==> config.mk <==
export PLATFORM = sky130hd
export DESIGN_NAME = upload_framer
export DESIGN_NICKNAME = d
export VERILOG_FILES = /design/src/rtl/upload_pkg.sv /design/src/rtl/upload_frame_buf.sv /design/src/rtl/upload_framer.sv
export SDC_FILE = /design/constraint.sdc
export NUM_CORES = 1
export LEC_CHECK = 0
export ABC_CLOCK_PERIOD_IN_PS = 5350
export BUFFER_PORTS_ARGS = -buffer_cell sky130_fd_sc_hd__buf_2
export CELL_PAD_IN_SITES_DETAIL_PLACEMENT = 0
export CELL_PAD_IN_SITES_GLOBAL_PLACEMENT = 1
export CORE_MARGIN = 3
export CORE_UTILIZATION = 38
export DETAILED_ROUTE_END_ITERATION = 8
export HOLD_SLACK_MARGIN = 0.1
export PLACE_DENSITY_LB_ADDON = 0.1
export SKIP_LAST_GASP = 1
export SLEW_MARGIN = 20
export SYNTH_ARGS = -nofsm -noshare
export SYNTH_HDL_FRONTEND = slang
export SYNTH_HIERARCHICAL = 1
export SYNTH_SLANG_ARGS = --single-unit
==> constraint.sdc <==
create_clock -name clk -period 5.35 [get_ports clk]
set_clock_uncertainty 0.2 [all_clocks]
set_input_delay 0.535 -clock clk [delete_from_list [all_inputs] [get_ports clk]]
set_output_delay 0.535 -clock clk [all_outputs]
set_load 0.01 [all_outputs]
==> src/rtl/upload_pkg.sv <==
// upload_pkg: shared constants, state type and header helper for the upload path.
// The checksum trailer state only exists when UPLOAD_FRAMER_CHECKSUM_EN is defined.
package upload_pkg;

    localparam logic [7:0] UPLOAD_SOF0    = 8'hAA;
    localparam logic [7:0] UPLOAD_SOF1    = 8'h44;
    localparam int         UPLOAD_HDR_LEN = 5;

    typedef enum logic [1:0] {
        ST_COLLECT = 2'd0,
        ST_HDR     = 2'd1,
        ST_PAYLOAD = 2'd2
`ifdef UPLOAD_FRAMER_CHECKSUM_EN
        ,
        ST_CKSUM   = 2'd3
`endif
    } upload_framer_state_t;

    // Header byte at position idx: SOF0, SOF1, source, length high, length low.
    function automatic logic [7:0] upload_hdr_byte(
        input logic [2:0]  idx,
        input logic [7:0]  src,
        input logic [15:0] len
    );
        logic [7:0] b;
        case (idx)
            3'd0:    b = UPLOAD_SOF0;
            3'd1:    b = UPLOAD_SOF1;
            3'd2:    b = src;
            3'd3:    b = len[15:8];
            default: b = len[7:0];
        endcase
        return b;
    endfunction

endpackage

==> src/rtl/upload_frame_buf.sv <==
// upload_frame_buf: simple dual-port payload RAM, 8 bits wide, registered read port.
// No reset on the array or read register so it maps onto block RAM.
module upload_frame_buf #(
    parameter int DEPTH = 64,
    parameter int AW    = 6
) (
    input  logic          clk,
    input  logic          wr_en,
    input  logic [AW-1:0] wr_addr,
    input  logic [7:0]    wr_data,
    input  logic [AW-1:0] rd_addr,
    output logic [7:0]    rd_data
);

    logic [7:0] mem [DEPTH];

    // One write port and one always-enabled synchronous read port.
    always_ff @(posedge clk) begin
        if (wr_en) begin
            mem[wr_addr] <= wr_data;
        end
        rd_data <= mem[rd_addr];
    end

endmodule

==> src/rtl/upload_framer.sv <==
// upload_framer: collects one source's payload bytes, then emits
// SOF0 SOF1 src len_hi len_lo payload [checksum] to the byte-wide transmit link.
// Define UPLOAD_FRAMER_CHECKSUM_EN to append the 8-bit wrapping checksum trailer.
module upload_framer
    import upload_pkg::*;
#(
    parameter int MAX_PAYLOAD   = 64,
    parameter int FLUSH_TIMEOUT = 256
) (
    input  logic       clk,
    input  logic       rst_n,
    input  logic       in_req,
    input  logic [7:0] in_data,
    input  logic [7:0] in_source,
    input  logic       in_valid,
    output logic       in_ready,
    output logic [7:0] out_data,
    output logic       out_valid,
    output logic       out_last,
    input  logic       out_ready,
    output logic       busy
);

    localparam int CW = $clog2(MAX_PAYLOAD + 1);
    localparam int AW = (MAX_PAYLOAD > 1) ? $clog2(MAX_PAYLOAD) : 1;
    localparam int IW = $clog2(FLUSH_TIMEOUT + 1);

    localparam logic [CW-1:0] CNT_MAX   = CW'(MAX_PAYLOAD);
    localparam logic [CW-1:0] CNT_LAST  = CW'(MAX_PAYLOAD - 1);
    localparam logic [IW-1:0] IDLE_MAX  = IW'(FLUSH_TIMEOUT);
    localparam logic [IW-1:0] IDLE_LAST = IW'(FLUSH_TIMEOUT - 1);
    localparam logic [2:0]    HDR_LAST  = 3'(UPLOAD_HDR_LEN - 1);

    upload_framer_state_t state;
    upload_framer_state_t state_next;

    logic [CW-1:0] cnt;
    logic [7:0]    buf_src;
    logic [IW-1:0] idle;
    logic [2:0]    hdr_idx;
    logic [CW-1:0] rd_idx;
    logic [CW-1:0] rd_next;
    logic [7:0]    rd_data;
    logic [15:0]   len16;

    logic in_hs;
    logic out_hs;
    logic close_now;
    logic last_payload;
    logic frame_done;

`ifdef UPLOAD_FRAMER_CHECKSUM_EN
    logic [7:0] cksum;
`endif

    // A byte is refused while emitting, when the buffer is full, or when it
    // belongs to a different source than the packet already buffered.
    assign in_ready = (state == ST_COLLECT) && (cnt < CNT_MAX)
                      && !((cnt != '0) && (in_source != buf_src));

    assign in_hs        = in_valid && in_ready;
    assign out_hs       = (state != ST_COLLECT) && out_ready;
    assign len16        = 16'(cnt);
    assign last_payload = (rd_idx == (cnt - CW'(1)));
    assign frame_done   = (state != ST_COLLECT) && (state_next == ST_COLLECT);

    // Buffer is closed on fill-up, packet boundary, source change or idle flush.
    assign close_now = (state == ST_COLLECT) && (cnt != '0) && (
                           (in_hs && (cnt == CNT_LAST))
                        || (!in_hs && !in_req)
                        || (in_valid && (in_source != buf_src))
                        || (!in_hs && (idle >= IDLE_LAST)));

    upload_frame_buf #(
        .DEPTH (MAX_PAYLOAD),
        .AW    (AW)
    ) u_buf (
        .clk     (clk),
        .wr_en   (in_hs),
        .wr_addr (cnt[AW-1:0]),
        .wr_data (in_data),
        .rd_addr (rd_next[AW-1:0]),
        .rd_data (rd_data)
    );

    // State register.
    always_ff @(posedge clk or negedge rst_n) begin
        if (!rst_n) begin
            state <= ST_COLLECT;
        end else begin
            state <= state_next;
        end
    end

    // Next-state: each emitting state advances only on an output handshake.
    always_comb begin
        state_next = state;
        case (state)
            ST_COLLECT: begin
                if (close_now) begin
                    state_next = ST_HDR;
                end
            end
            ST_HDR: begin
                if (out_hs && (hdr_idx == HDR_LAST)) begin
                    state_next = ST_PAYLOAD;
                end
            end
            ST_PAYLOAD: begin
                if (out_hs && last_payload) begin
`ifdef UPLOAD_FRAMER_CHECKSUM_EN
                    state_next = ST_CKSUM;
`else
                    state_next = ST_COLLECT;
`endif
                end
            end
`ifdef UPLOAD_FRAMER_CHECKSUM_EN
            ST_CKSUM: begin
                if (out_hs) begin
                    state_next = ST_COLLECT;
                end
            end
`endif
            default: state_next = ST_COLLECT;
        endcase
    end

    // Outputs and RAM read address; the read for the next payload byte is
    // issued on the current handshake so payload bytes flow without bubbles.
    always_comb begin
        out_valid = 1'b0;
        out_last  = 1'b0;
        out_data  = 8'h00;
        busy      = 1'b0;
        rd_next   = '0;
        case (state)
            ST_HDR: begin
                out_valid = 1'b1;
                busy      = 1'b1;
                out_data  = upload_hdr_byte(hdr_idx, buf_src, len16);
                rd_next   = '0;
            end
            ST_PAYLOAD: begin
                out_valid = 1'b1;
                busy      = 1'b1;
                out_data  = rd_data;
`ifndef UPLOAD_FRAMER_CHECKSUM_EN
                out_last  = last_payload;
`endif
                if (out_hs && !last_payload) begin
                    rd_next = rd_idx + CW'(1);
                end else begin
                    rd_next = rd_idx;
                end
            end
`ifdef UPLOAD_FRAMER_CHECKSUM_EN
            ST_CKSUM: begin
                out_valid = 1'b1;
                busy      = 1'b1;
                out_data  = cksum;
                out_last  = 1'b1;
            end
`endif
            default: begin
                out_valid = 1'b0;
            end
        endcase
    end

    // Fill count and source latch; count clears once the frame has gone out.
    always_ff @(posedge clk or negedge rst_n) begin
        if (!rst_n) begin
            cnt     <= '0;
            buf_src <= 8'h00;
        end else if (in_hs) begin
            cnt <= cnt + CW'(1);
            if (cnt == '0) begin
                buf_src <= in_source;
            end
        end else if (frame_done) begin
            cnt <= '0;
        end
    end

    // Saturating count of consecutive cycles without an input handshake.
    always_ff @(posedge clk or negedge rst_n) begin
        if (!rst_n) begin
            idle <= '0;
        end else if (in_hs || (state != ST_COLLECT)) begin
            idle <= '0;
        end else if (idle != IDLE_MAX) begin
            idle <= idle + IW'(1);
        end
    end

    // Header position and payload read index for the frame being emitted.
    always_ff @(posedge clk or negedge rst_n) begin
        if (!rst_n) begin
            hdr_idx <= '0;
            rd_idx  <= '0;
        end else if (close_now) begin
            hdr_idx <= '0;
            rd_idx  <= '0;
        end else begin
            if ((state == ST_HDR) && out_hs) begin
                hdr_idx <= hdr_idx + 3'd1;
            end
            if (state == ST_PAYLOAD) begin
                rd_idx <= rd_next;
            end
        end
    end

`ifdef UPLOAD_FRAMER_CHECKSUM_EN
    // Running sum of source, length bytes and payload as each is sent.
    always_ff @(posedge clk or negedge rst_n) begin
        if (!rst_n) begin
            cksum <= 8'h00;
        end else if (close_now) begin
            cksum <= 8'h00;
        end else if (out_hs && (((state == ST_HDR) && (hdr_idx >= 3'd2))
                                || (state == ST_PAYLOAD))) begin
            cksum <= cksum + out_data;
        end
    end
`endif

endmodule
==> results.md <==
- Synth Register Bits: 556
- Fin util: 0.446
- Final nets: 1,424
- Initial Util: 0.386
- Highest ir drop seen on vdd: 0.000244 V
- Commonest non-fill, non-tap cell in the layout: edfxtp_1
- Worst Path Arrival: 5.22 ns
- Fin area: 26,500 sq um
- # diodes: 0
- Share of layout cells above drive strength 1: 0.262
- Routed Antenna Nets: 0
- Final wirelength: 57,800 um
- Placed cell area: 24,500 sq um
- Core region area: 59,400 sq um
- Initial drt markers: 1,031
- CTS buffer count: 59
- Clock sink total: 556
- Worst EP required: 5.63 ns
- FMAX: 202 MHz
- Commonest non-fill, non-tap cells in the layout: edfxtp_1, mux4_2, nor2_1, buf_4, clkbuf_16
- Count of cell types in the netlist: 67
- Cell Area, Synth: 22,900 sq um
- Die Span Y: 251 um
- Max H-tree Level: 2
- Pins Over Slew Limit: 0
- Vias after detailed routing: 11,977
- Slew margin rel.: 0.284
- Crit Path Category: flip-flop to flip-flop
- Slowest CP cell: dfrtp_1
- Leak: 8.35 nW
- Synth Flop Type: edfxtp_1
- Skew-Pair Late Insertion Delay: 0.62 ns
- CP Capture Type: flip-flop
- # hold bufs at CTS: 9
- Pin count of the biggest net entering global routing: 65
- Clock-pin slew on the worst setup and hold paths: 0.06 ns
- GR Overflow Total: 0
- Final setup fails: 0
- Die ar.: 63,200 sq um
- Register area: 16,400 sq um
- Area Overhead vs Synth: 15.7%
- Slowest stage delay, CP: 0.76 ns
- # IOs: 33
- Root buf cell: clkbuf_16
- CTS Buffer Depth: 3
- Period minus WS final: 4.94 ns
- Worst-Margin Slew: 1.07 ns
- Post-DR wirelength/cell: 26.2 um
- CP startpoint kind: flip-flop
- Outcome: finished clean
- Worst path cell trace: xnor2_1 -> xnor2_1 -> o31ai_1 -> o311a_4 -> nor2_1 -> o21ai_4 -> buf_4 -> mux4_2 -> mux2i_1 -> a21oi_1 -> o21ai_1 -> o41ai_1
- Vias in the first global route: 12,355
- Crit path top cell by count: xnor2_1
- Row count: 89
- Final hold vios: 0
- RSZ-0062 raised after global routing: false
- Worst-path maximum fanout: 18
- Register area share after synthesis: 0.718
- Filler cells: 5,171
- Port bufs: 32
- Max-cap viol count: 0
- Mapped Cells: 1,250
- Die Wd: 251 um
- First-pass GRT wire length: 86,300 um
- Syn_nets: 1,287
- Overall Power: 0.0100 W
- Synth warn: 6
- CTS resizes: 0
- DRC Markers: 0
- Syn_area_per_cell: 18.3 sq um
- CTS tree: done
- Final period util: 0.924
- Post-CTS Setup Inserts: 0
- PwrDens: 379 nW/um^2
- EDFF count, synth: 512
- Async S/R FF share, synth: 0.0647
- Hold WC Path Type: input pin to flip-flop
- Global placer's final weighted congestion: 0.789
- Number of vias per cell: 5.43
- Hold slack: 0.271 ns
- Initial antenna violation count: 0
- Drt pass-1 iters: 5
- Total Routing Usage GR: 0.187
- DP HPWL: 36,800 um
- Total negative slack: 0 ns
- Area of the multi-input gates: 6060 sq um
state kept, by name (all words and copies together) (netlist names):
name and cells:
idle 9, buf_src 8, cnt 7, u_buf/mem 512, rd_idx 7, state 2, u_buf/rd_data 8, hdr_idx 3
cells in the mapped netlist, types with 19 or more instances:
| cell | count | area, sq um |
|---|---|---|
| clkbuf_1 | 24 | 90.1 |
| nor2_1 | 112 | 420 |
| nor2b_1 | 24 | 150 |
| dfrtp_1 | 36 | 901 |
| mux4_2 | 126 | 2840 |
| mux2_2 | 22 | 248 |
| mux2i_1 | 24 | 240 |
| nand3_1 | 27 | 135 |
| edfxtp_1 | 512 | 15400 |
| xnor2_1 | 23 | 201 |
| a21oi_1 | 19 | 95.1 |
| nand2_1 | 46 | 173 |
worst paths after layout:
path | startpoint | end | slack (ns) | cells past startpoint
min in group asynchronous | rst_n | idle[4] | 0.40 | 2
setup / recovery | cnt[3] | u_buf/rd_data[3] | 0.41 | 12
hold reg to reg | idle[7] | idle[7] | 0.38 | 2
max in group asynchronous | rst_n | rd_idx[4] | 3.98 | 2
setup reg to reg | cnt[3] | u_buf/rd_data[3] | 0.41 | 12
hold / removal | out_ready | hdr_idx[2] | 0.27 | 4
cells by family (layout without fill, tap and decap cells):
group | count (synthesis) | after routing | synth area share
xor gates and xnor gates | 28 | 28 | 0.0107
DFF | 556 | 556 | 0.718
buffers and inverters | 78 | 262 | 0.0193
and+or+nand+nor | 272 | 272 | 0.0568
muxes | 172 | 172 | 0.145
AOI/OAI and AO/OA | 128 | 128 | 0.0412
adders and majority gates | 16 | 16 | 0.00875
layout make-up:
| type | instances | share of cell area |
|---|---|---|
| Inverter | 14 | 0.00198 |
| Clock buffer | 69 | 0.0587 |
| Clock inverter | 39 | 0.0134 |
| Sequential cell | 556 | 0.620 |
| Tap cell | 773 | 0.0365 |
| Timing Repair Buffer | 140 | 0.0404 |
| Multi-Input combinational cell | 616 | 0.229 |
power breakdown:
part	switching (W)	leakage, nW	internal (W)
Clock	0.00167	0.935	0.00236
Sequential	0.000103	5.15	0.00486
Combinational	0.000632	2.27	0.000411
through the flow:
step | worst slack [ns] | cells
2_1_floorplan | 1.16 | 1250
3_3_place_gp | 0.430 | 2090
3_5_place_dp | 0.348 | 2090
4_1_cts | 0.314 | 2207
5_1_grt | 0.0930 | 2207
6_report | 0.409 | 2207
worst max-delay path: cells and delay by family, from the launching register on:
| family | cells | cell delay, ns |
|---|---|---|
| AO/OA/AOI/OAI | 6 | 1.90 |
| multiplexers | 2 | 1.06 |
| flip-flops | 1 | 0.76 |
| XOR/XNOR | 2 | 0.38 |
| buffers and inverters | 1 | 0.38 |
| AND/OR/NAND/NOR | 1 | 0.14 |
metal layers:
layer | GRT usage | wire (um) | vias to the layer above | share of wire
met4 | 0.0559 | 1430 | 0 | 0.025
met1 | 0.273 | 26700 | 6264 | 0.46
met5 | 0 | 0 | - | 0
met2 | 0.294 | 27100 | 289 | 0.47
li1 | - | - | 5340 | -
met3 | 0.0259 | 2510 | 84 | 0.044
(Power assumes the default switching activity.)
